### config.mk
export PLATFORM = sky130hd
export DESIGN_NAME = c2c_write_buffer
export DESIGN_NICKNAME = d
export VERILOG_FILES = /design/src/rtl/c2c_pkg.sv /design/src/rtl/c2c_write_buffer.sv
export SDC_FILE = /design/constraint.sdc
export NUM_CORES = 1
export LEC_CHECK = 0
export BUFFER_PORTS_ARGS = -buffer_cell sky130_fd_sc_hd__buf_4
export CAP_MARGIN = 40
export CORE_ASPECT_RATIO = 1.75
export CORE_UTILIZATION = 55
export CTS_BUF_LIST = sky130_fd_sc_hd__clkbuf_4
export CTS_CLUSTER_SIZE = 16
export DETAILED_ROUTE_END_ITERATION = 16
export PLACE_DENSITY_LB_ADDON = 0.1
export SYNTH_ARGS = -nofsm -noshare
export SYNTH_HDL_FRONTEND = slang
export SYNTH_SLANG_ARGS = --single-unit
### constraint.sdc
create_clock -name clk -period 7.2 [get_ports clk]
set_input_delay 0.36 -clock clk [delete_from_list [all_inputs] [get_ports clk]]
set_output_delay 0.36 -clock clk [all_outputs]
set_load 0.05 [all_outputs]
### src/rtl/c2c_pkg.sv
// Shared c2c_w bus widths, the posted-write entry type and the word-address helper.
package c2c_pkg;
    localparam int unsigned C2C_XLEN   = 32;
    localparam int unsigned C2C_SEL_W  = C2C_XLEN / 8;
    localparam int unsigned C2C_OFF_W  = $clog2(C2C_SEL_W);
    localparam int unsigned C2C_WORD_W = C2C_XLEN - C2C_OFF_W;

    typedef struct packed {
        logic [C2C_WORD_W-1:0] word;
        logic [C2C_SEL_W-1:0]  sel;
        logic [C2C_XLEN-1:0]   data;
    } wbuf_entry_t;

    function automatic logic [C2C_WORD_W-1:0] word_addr(input logic [C2C_XLEN-1:0] addr);
        return addr[C2C_XLEN-1:C2C_OFF_W];
    endfunction
endpackage

### src/rtl/c2c_write_buffer.sv
// Posted write buffer: acks core stores early, drains to memory in order, merges
// same-word stores into the newest entry and flags read-after-write hazards.
module c2c_write_buffer
    import c2c_pkg::*;
#(
    parameter int unsigned XLEN  = C2C_XLEN,
    parameter int unsigned DEPTH = 4
) (
    input  logic              clk,
    input  logic              rst,
    input  logic              we,
    input  logic [XLEN/8-1:0] sel,
    input  logic [XLEN-1:0]   addr,
    input  logic [XLEN-1:0]   data,
    output logic              ack,
    output logic              mem_we,
    output logic [XLEN/8-1:0] mem_sel,
    output logic [XLEN-1:0]   mem_addr,
    output logic [XLEN-1:0]   mem_data,
    input  logic              mem_ack,
    input  logic [XLEN-1:0]   rd_addr,
    output logic              rd_hazard,
    output logic              empty
);
    localparam int unsigned PTR_W = $clog2(DEPTH);
    localparam int unsigned CNT_W = PTR_W + 1;
    localparam logic [CNT_W-1:0] FULL = CNT_W'(DEPTH);

    wbuf_entry_t           entries_q [DEPTH];
    wbuf_entry_t           head_e;
    wbuf_entry_t           merged;
    logic [PTR_W-1:0]      head_q;
    logic [PTR_W-1:0]      tail_q;
    logic [PTR_W-1:0]      newest;
    logic [CNT_W-1:0]      count_q;
    logic [CNT_W-1:0]      count_d;
    logic                  ack_q;
    logic                  pop;
    logic                  merge;
    logic                  accept;
    logic                  alloc;
    logic [C2C_WORD_W-1:0] in_word;
    logic [C2C_WORD_W-1:0] rd_word;

    // Slot is live when its distance from head (mod DEPTH) is below the occupancy.
    function automatic logic slot_valid(input logic [PTR_W-1:0] idx,
                                        input logic [PTR_W-1:0] hd,
                                        input logic [CNT_W-1:0] cnt);
        logic [PTR_W-1:0] off;
        off = idx - hd;
        return {1'b0, off} < cnt;
    endfunction

    assign head_e   = entries_q[head_q];
    assign empty    = (count_q == '0);
    assign mem_we   = !empty;
    assign mem_sel  = head_e.sel;
    assign mem_addr = {head_e.word, {C2C_OFF_W{1'b0}}};
    assign mem_data = head_e.data;
    assign ack      = ack_q;

    assign in_word = word_addr(addr);
    assign rd_word = word_addr(rd_addr);
    assign newest  = tail_q - PTR_W'(1);
    assign pop     = mem_we && mem_ack;

    // With two or more entries the newest one can never be the head being presented.
    assign merge   = (count_q >= CNT_W'(2)) && (sel != '0) && (entries_q[newest].word == in_word);
    assign accept  = we && !ack_q && (merge || (count_q < FULL));
    assign alloc   = accept && !merge && (sel != '0);
    assign count_d = count_q + CNT_W'(alloc) - CNT_W'(pop);

    always_comb begin
        merged     = entries_q[newest];
        merged.sel = merged.sel | sel;
        for (int b = 0; b < C2C_SEL_W; b++) begin
            if (sel[b]) merged.data[8*b +: 8] = data[8*b +: 8];
        end
    end

    always_comb begin
        rd_hazard = 1'b0;
        for (int i = 0; i < DEPTH; i++) begin
            if (slot_valid(PTR_W'(i), head_q, count_q) && (entries_q[i].word == rd_word)) begin
                rd_hazard = 1'b1;
            end
        end
    end

    always_ff @(posedge clk) begin
        if (rst) begin
            head_q  <= '0;
            tail_q  <= '0;
            count_q <= '0;
            ack_q   <= 1'b0;
        end else begin
            ack_q   <= accept;
            count_q <= count_d;
            if (pop) head_q <= head_q + PTR_W'(1);
            if (alloc) begin
                entries_q[tail_q].word <= in_word;
                entries_q[tail_q].sel  <= sel;
                entries_q[tail_q].data <= data;
                tail_q                 <= tail_q + PTR_W'(1);
            end else if (accept && merge) begin
                entries_q[newest] <= merged;
            end
        end
    end
endmodule

==> impl_metrics.csv, run 1 <==
group,metric,value,unit
floorplan,fp.dieH,215.7,um
power_and_ir_drop,p_int,0.003167,W
synth,async_flop_share,0,
placement,dpl.hpwl,26290,um
critical_path,reg2regPathDepth,15,
synth,yosys-mux-area-fraction,0.2417,
clock_network,cts.repair.resized,0,
global_route,antenna_found_initial,1,
timing,max_freq,210.7,MHz
critical_path,critPathCaptureType,"register",
clock_network,cts_sinks,274,
run_status,status,"complete, no violations",
floorplan,initial_core_util,0.5644,
timing,setup_slack,2.454,ns
timing,period_minus_slack,4.746,ns
critical_path,start_kind,"register",
routing,ant_nets,0,
global_route,grt_overflow_total,0,
synth,synth_cell_types,54,
timing,fin_crit_sh,0.6592,
critical_path,r2r_end,"count_q[2]$_SDFF_PP0_",
flow_run,drv_cap,0,
min_path,min_from,"mem_ack",
critical_path,cpMostUsedCell,"inv_1",
routing,vias,8995,
synth,syn_avg_cell_area,17.07,um^2
synth,synth_warnings,0,
routing,finalWirelength,38630,um
critical_path,critPathSlowestCell,"dfxtp_4",
synth,synth_top_family_by_area,"multiplexers",
routing,drt_iter0_drc,533,
timing,setup_viol,0,
critical_path,critical_path_required,7.81,ns
timing,drv_slew,0,
layout,fillers,1807,
clock_network,numCtsBuffers,66,
timing,rsz0062_at_grt,"false",
synth,synthSimpleGateAreaFrac,0.04515,
critical_path,crit_family,"flip-flops",
power_and_ir_drop,cellPowerDensity,285.7,nW/um^2
timing,worstMarginPinSlew,0.9336,ns
clock_network,insertion_delay,0.73,ns
layout,drive_above_1_share,0.4107,
power_and_ir_drop,vdd_ir_drop_max,0.0002629,V
critical_path,critPathBufInv,4,
power_and_ir_drop,swShare,0.3607,
layout,multi_input_area,5871,um^2
synth,synthFlopType,"edfxtp_1",
critical_path,r2r_slack,2.45,ns
routing,first_pass_iters,5,
global_route,grt_first_pass_wirelength,58010,um
power_and_ir_drop,p_switching,0.001787,W
synth,synth_xor_area_frac,0.09030,
routing,drc_errors,0,
synth,ys_seq_area_frac,0.5662,
power_and_ir_drop,p_clk_frac,0.247,
global_route,grt_max_degree,51,
min_path,hold_depth,4,
routing,vias_per_cell,6.255,
placement,dp_slack,2.434,ns
synth,yosys.area.top_type_share,0.5523,
synth,syn-cell-area,14360,um^2
critical_path,slowest_delay,0.89,ns
clock_network,clk_pin_slew_worst_paths,0.06,ns
synth,synth-compound-area-share,0.02048,
power_and_ir_drop,p_leak,5.800,nW
timing,fin_skew,0.04887,ns
power_and_ir_drop,combPwrFrac,0.354,
timing,slew_headroom,0.3719,
synth,ys_ff_latch,274,
critical_path,critical_path_class,"register to register",
clock_network,clk_path_buf_depth,3,
floorplan,die-width,124.1,um
global_route,grt_pass1_vias,9882,
clock_network,root_buffer,"clkbuf_4",
timing,hold_viol_final,0,
floorplan,row_count,77,
clock_network,cts.htree.levels,3,
critical_path,critPathArrivalTime,5.36,ns
power_and_ir_drop,p_seq_frac,0.399,
synth,yosys-top-cells-area,"edfxtp_1 55%, mux4_2 18%, xnor2_1 5.9%",
global_route,grt_usage,0.3052,
critical_path,timing.rr.start,"tail_q[1]$_SDFFE_PP0P_",
layout,fin_nets,1189,
critical_path,critPathMaxFanout,41,
placement,port_buffers,169,
critical_path,crit_chain,"buf_4, mux4_1, xor2_1, nor2_1, o2111ai_1, and3b_1, a211oi_1, inv_1, ha_1, inv_1, ha_1, inv_1, fa_1, xnor2_1, nor2_1",
min_path,hp-class,"input pin to register",
floorplan,dieArea,26780,um^2
synth,yosysTopAreaCell,"edfxtp_1",
layout,fin_util,0.6817,
synth,syn_inst,841,
placement,gp_congestion,0.9114,
layout,syn_to_final_growth,20.78,%
clock_network,cts_tree,"done",
routing,avgRoutedWirePerCell,26.86,um
floorplan,pin_count,176,
synth,synth_fa_ha_area_frac,0.007496,
min_path,holdPathEnd,"head_q[0]$_SDFFE_PP0P_",
synth,synth_edf_count,264,
layout,seqCellArea,8143,um^2
floorplan,fp.coreArea,25430,um^2
## registers in the layout, summed over array words and instances, names as in the netlist, named ones only
name,cells
count_q,3
head_q,2
tail_q,2
ack,1
entries_q,264
## cell type report
class                           count  area share
Sequential cell                   274      0.4697
Multi-Input combinational cell    471      0.3386
Timing Repair Buffer              250      0.1204
Clock buffer                       98     0.04243
Tap cell                          316     0.02280
Inverter                           14    0.003031
Clock inverter                     13    0.002814
Antenna cell                        2   0.0002887
## worst max path at each step
stage	from	endpoint	slack (ns)	cells after the start
3_3_place_gp	tail_q[1]$_SDFFE_PP0P_	count_q[2]$_SDFF_PP0_	2.45	15
6_report	tail_q[1]$_SDFFE_PP0P_	count_q[2]$_SDFF_PP0_	2.45	15
5_1_grt	tail_q[1]$_SDFFE_PP0P_	count_q[2]$_SDFF_PP0_	2.15	15
2_1_floorplan	tail_q[1]$_SDFFE_PP0P_	entries_q[0][0]$_DFFE_PP_	-0.41	8
4_1_cts	tail_q[1]$_SDFFE_PP0P_	count_q[2]$_SDFF_PP0_	2.39	15
3_5_place_dp	tail_q[1]$_SDFFE_PP0P_	count_q[2]$_SDFF_PP0_	2.43	15
## cells in the mapped netlist, drive strengths merged (6+ instances only)
master and count:
edfxtp 264, mux4 124, xnor2 97, clkbuf 59, xor2 51, mux2 37
nand4 25, buf 24, nor4 24, mux2i 20, inv 14, nor2 14
dfxtp 10, a21oi 9, ha 7, o2111ai 6, o21ai 6
## cell usage in the layout (no fill, tap or decap), drive strengths merged, types with 2 or more instances in the layout
cell type,Yosys,final
o2bb2ai,3,3
mux4,124,124
nor4,24,24
ha,7,7
nor2b,3,3
or3,2,2
nand3,2,2
xnor2,97,97
nand4,25,25
dlygate4sd3,0,68
clkinv,0,11
conb,1,2
o22ai,2,2
mux2i,20,20
nand2,4,4
a211oi,3,3
dfxtp,10,10
nand2b,2,2
nor3,4,4
o21ai,6,6
inv,14,16
o2111ai,6,6
nor2,14,14
diode,0,2
mux2,37,37
xor2,51,51
edfxtp,264,264
a21oi,9,9
buf,24,182
or2,2,2
a31o,4,4
or3b,2,2
clkbuf,59,98
## stage by stage
stage	instances	power [W]	setup TNS (ns)	hold slack, ns	area, um^2
3_5_place_dp	1257	0.003742	0	0.4459	15870
6_report	1438	0.004954	0	0.1268	17340
3_3_place_gp	1255	0.003701	0	0.4346	15810
4_1_cts	1436	0.005003	0	0.06888	17330
2_1_floorplan	842	0.003213	-54.49	0.5285	14360
5_1_grt	1438	0.005151	0	0.1360	17340
## power by group through the flow
stage,Clock [W],Combinational [W],Sequential (W)
floorplan,0,0.00130,0.00191
global placement,0,0.00168,0.00202
detailed placement,0,0.00173,0.00201
CTS,0.00125,0.00177,0.00198
global route,0.00132,0.00184,0.00199
finish,0.00122,0.00175,0.00198
## cells by family after synthesis
kind of cell | Yosys count
AOI/OAI and AO/OA | 41
xor gates and xnor gates | 148
adders and majority gates | 8
buffers and inverters | 97
DFF | 274
muxes | 181
other | 1
and+or+nand+nor | 91
## per-layer routing
layer  track usage  routed length (um)  up-vias
li1              -                   -     3867
met2        0.5214               20760      413
met5             0                   0        -
met1        0.3311               13100     4605
met3       0.06527                2295      110
met4        0.2063                2466        0
## repair_timing
item | 4_1_cts | 5_1_grt
setup endpoints to repair | 0 | 0
setup buffers | 0 | 0
hold endpoints to repair | 274 | 0
hold buffers | 68 | 0
## worst reg2reg max path, stage by stage (launching register included)
cell and delay, ns:
dfxtp_4 0.89, buf_4 0.70, mux4_1 0.69, xor2_1 0.31, nor2_1 0.09, o2111ai_1 0.14, and3b_1 0.27, a211oi_1 0.32
inv_1 0.08, ha_1 0.27, inv_1 0.05, ha_1 0.12, inv_1 0.05, fa_1 0.40, xnor2_1 0.18, nor2_1 0.06
Power figures use the tool's default switching activity.
==> run 2, diff against run 1 <==
- CORE_UTILIZATION: 55 -> 61
- clock period: 7.2 -> 4.8 ns (I/O delays scaled with it)
==> run 2 against run 1 <==
Worst hold slack improved by 0.14 ns. Critical endpoint unchanged. Power rose by 50%. Largest power group unchanged. Routed wire length is 1.7% lower. Critical path depth is the same. Clock power rose by 47%. Core utilization grew 7.7 points. Clock skew decreased by 0.0016 ns.
==> impl_metrics.csv, run 2 (synthesis gave the netlist of run 1 again) <==
group,metric,value,unit
run_status,status,"complete, no violations",
critical_path,crit_family,"simple AND/OR/NAND/NOR gates",
placement,port_buffers,169,
global_route,grt_first_pass_wirelength,57620,um
global_route,grt_use_met3,0.05874,
min_path,hp-class,"input pin to register",
critical_path,reg2regPathDepth,15,
timing,rsz0062_at_grt,"false",
timing,drv_slew,0,
timing,max_freq,231.5,MHz
clock_network,root_buffer,"clkbuf_4",
timing,fin_crit_sh,0.9001,
critical_path,critPathCaptureType,"register",
global_route,grt_overflow_total,0,
layout,drive_above_1_share,0.4124,
clock_network,postCtsSetupBuffers,0,
layout,seqCellArea,8140,um^2
timing,period_minus_slack,4.321,ns
power_and_ir_drop,cellPowerDensity,426.1,nW/um^2
clock_network,cts_sinks,274,
power_and_ir_drop,vdd_ir_drop_max,0.0004498,V
clock_network,hold_buffers,70,
routing,drc_errors,0,
routing,ant_nets,0,
layout,multi_input_area,5871,um^2
critical_path,worst-path-stages,15,
global_route,grt_usage,0.3263,
timing,hold_viol_final,0,
layout,top_regs,"entries_q: 264 flops, count_q: 3 flops",
critical_path,critPathArrivalTime,4.94,ns
timing,whs,0.2692,ns
timing,slew_headroom,0.4922,
clock_network,clk_pin_slew_worst_paths,0.08,ns
clock_network,cts_tree,"done",
global_route,antenna_found_initial,1,
clock_network,cts.repair.resized,0,
critical_path,slowest_delay,0.82,ns
critical_path,critPathSlowestCell,"dfxtp_4",
power_and_ir_drop,p_leak,5.839,nW
routing,drt_iter0_drc,747,
critical_path,critical_path_required,5.42,ns
clock_network,insertion_delay,0.73,ns
floorplan,row_count,73,
global_route,grt_max_degree,48,
layout,fillers,1435,
layout,fin_nets,1191,
floorplan,dieArea,24170,um^2
routing,vias_per_cell,6.320,
critical_path,crit_chain,"buf_4, mux4_2, o2bb2ai_1, nor4_1, o2111ai_1, and3b_1, a211oi_1, inv_1, ha_1, inv_1, ha_1, inv_1, fa_1, xnor2_1, nor2_1",
timing,fin_skew,0.04722,ns
clock_network,clk_path_buf_depth,3,
layout,final_common_cell,"edfxtp_1",
critical_path,cpMostUsedCell,"inv_1",
min_path,hold_depth,2,
critical_path,critical_path_class,"register to register",
layout,final_cell_mix,"264 x edfxtp_1, 183 x buf_4, 116 x mux4_2",
global_route,busiest_layer,"met2",
global_route,grt_use_met2,0.5868,
routing,avgRoutedWirePerCell,26.62,um
clock_network,numCtsBuffers,59,
floorplan,initial_core_util,0.6262,
timing,setup_viol,0,
floorplan,pin_count,176,
layout,top_register,"entries_q",
global_route,grt_use_met1,0.3506,
critical_path,critPathBufInv,4,
floorplan,fp.dieH,204.9,um
clock_network,cts.htree.levels,2,
critical_path,start_kind,"register",
critical_path,critPathMaxFanout,32,
flow_run,drv_cap,0,
routing,vias,9012,
floorplan,die-width,118.0,um
global_route,grt_pass1_vias,9994,
floorplan,fp.coreArea,22930,um^2
critical_path,r2r_slack,0.48,ns
routing,finalWirelength,37960,um
placement,gp_congestion,0.9435,
timing,worstMarginPinSlew,0.7617,ns
timing,tns,0,ns
layout,syn_to_final_growth,21.09,%
layout,largest_register_ffs,264,
routing,first_pass_iters,5,
placement,dpl.hpwl,25470,um
[run 2: cell types whose count changed in the layout (fill, tap and decap cells not counted), moves of 2 or more]
cell and delta:
clkbuf_2 +2, clkbuf_4 -9, clkinv_2 +6, buf_12 +3, buf_4 +3, dlygate4sd3_1 +2
[run 2: power by group]
part	internal, W	switching (W)	total (W)
combinational	0.00108	0.00160	0.00268
clock	0.000901	0.000891	0.00179
sequential	0.00275	0.000181	0.00293
total	0.00474	0.00267	0.00741
[run 2: worst register-to-register path: cells and delay by family, from the launching register on]
family	cells	cell delay (ns)
flops	1	0.82
compound gates	3	0.52
mux	1	0.54
buf+inv	4	0.54
xor+xnor	1	0.20
simple gates	3	0.83
fa+ha+maj	3	0.76
[run 2: through the flow]
stage	utilization	instance area, um^2	setup slack, ns	std cells	total power, W
after floorplan	-	14380	-0.5943	842	0.004814
after global placement	0.6924	15870	0.5765	1245	0.005547
after detailed placement	0.6936	15900	0.5400	1246	0.005605
after CTS	0.7577	17370	0.4986	1423	0.007460
after global routing	0.7582	17380	0.2154	1426	0.007673
final	0.7582	17380	0.4794	1426	0.007407
[run 2: layout make-up]
| type | count | share of cell area |
|---|---|---|
| tap | 300 | 0.02159 |
| antenna | 1 | 0.0001440 |
| clock buffer | 89 | 0.03844 |
| inverter | 14 | 0.003023 |
| multi-input combinational | 471 | 0.3377 |
| sequential | 274 | 0.4683 |
| clock inverter | 18 | 0.005830 |
| timing repair buffer | 259 | 0.1250 |
[run 2: path summary, 6_finish.rpt]
kind                     startpoint                    endpoint
max          tail_q[1]$_SDFFE_PP0P_       count_q[2]$_SDFF_PP0_
min                        addr[28]  entries_q[2][62]$_DFFE_PP_
max reg2reg  tail_q[1]$_SDFFE_PP0P_       count_q[2]$_SDFF_PP0_
min reg2reg          ack$_SDFF_PP0_              ack$_SDFF_PP0_
[run 2: per-layer routing]
metal  wire (um)  vias up  share of wire
li1            -     3876              -
met1       12810     4647           0.34
met2       20610      386           0.54
met3        2206      103          0.058
met4        2329        0          0.061
met5           0        -              0
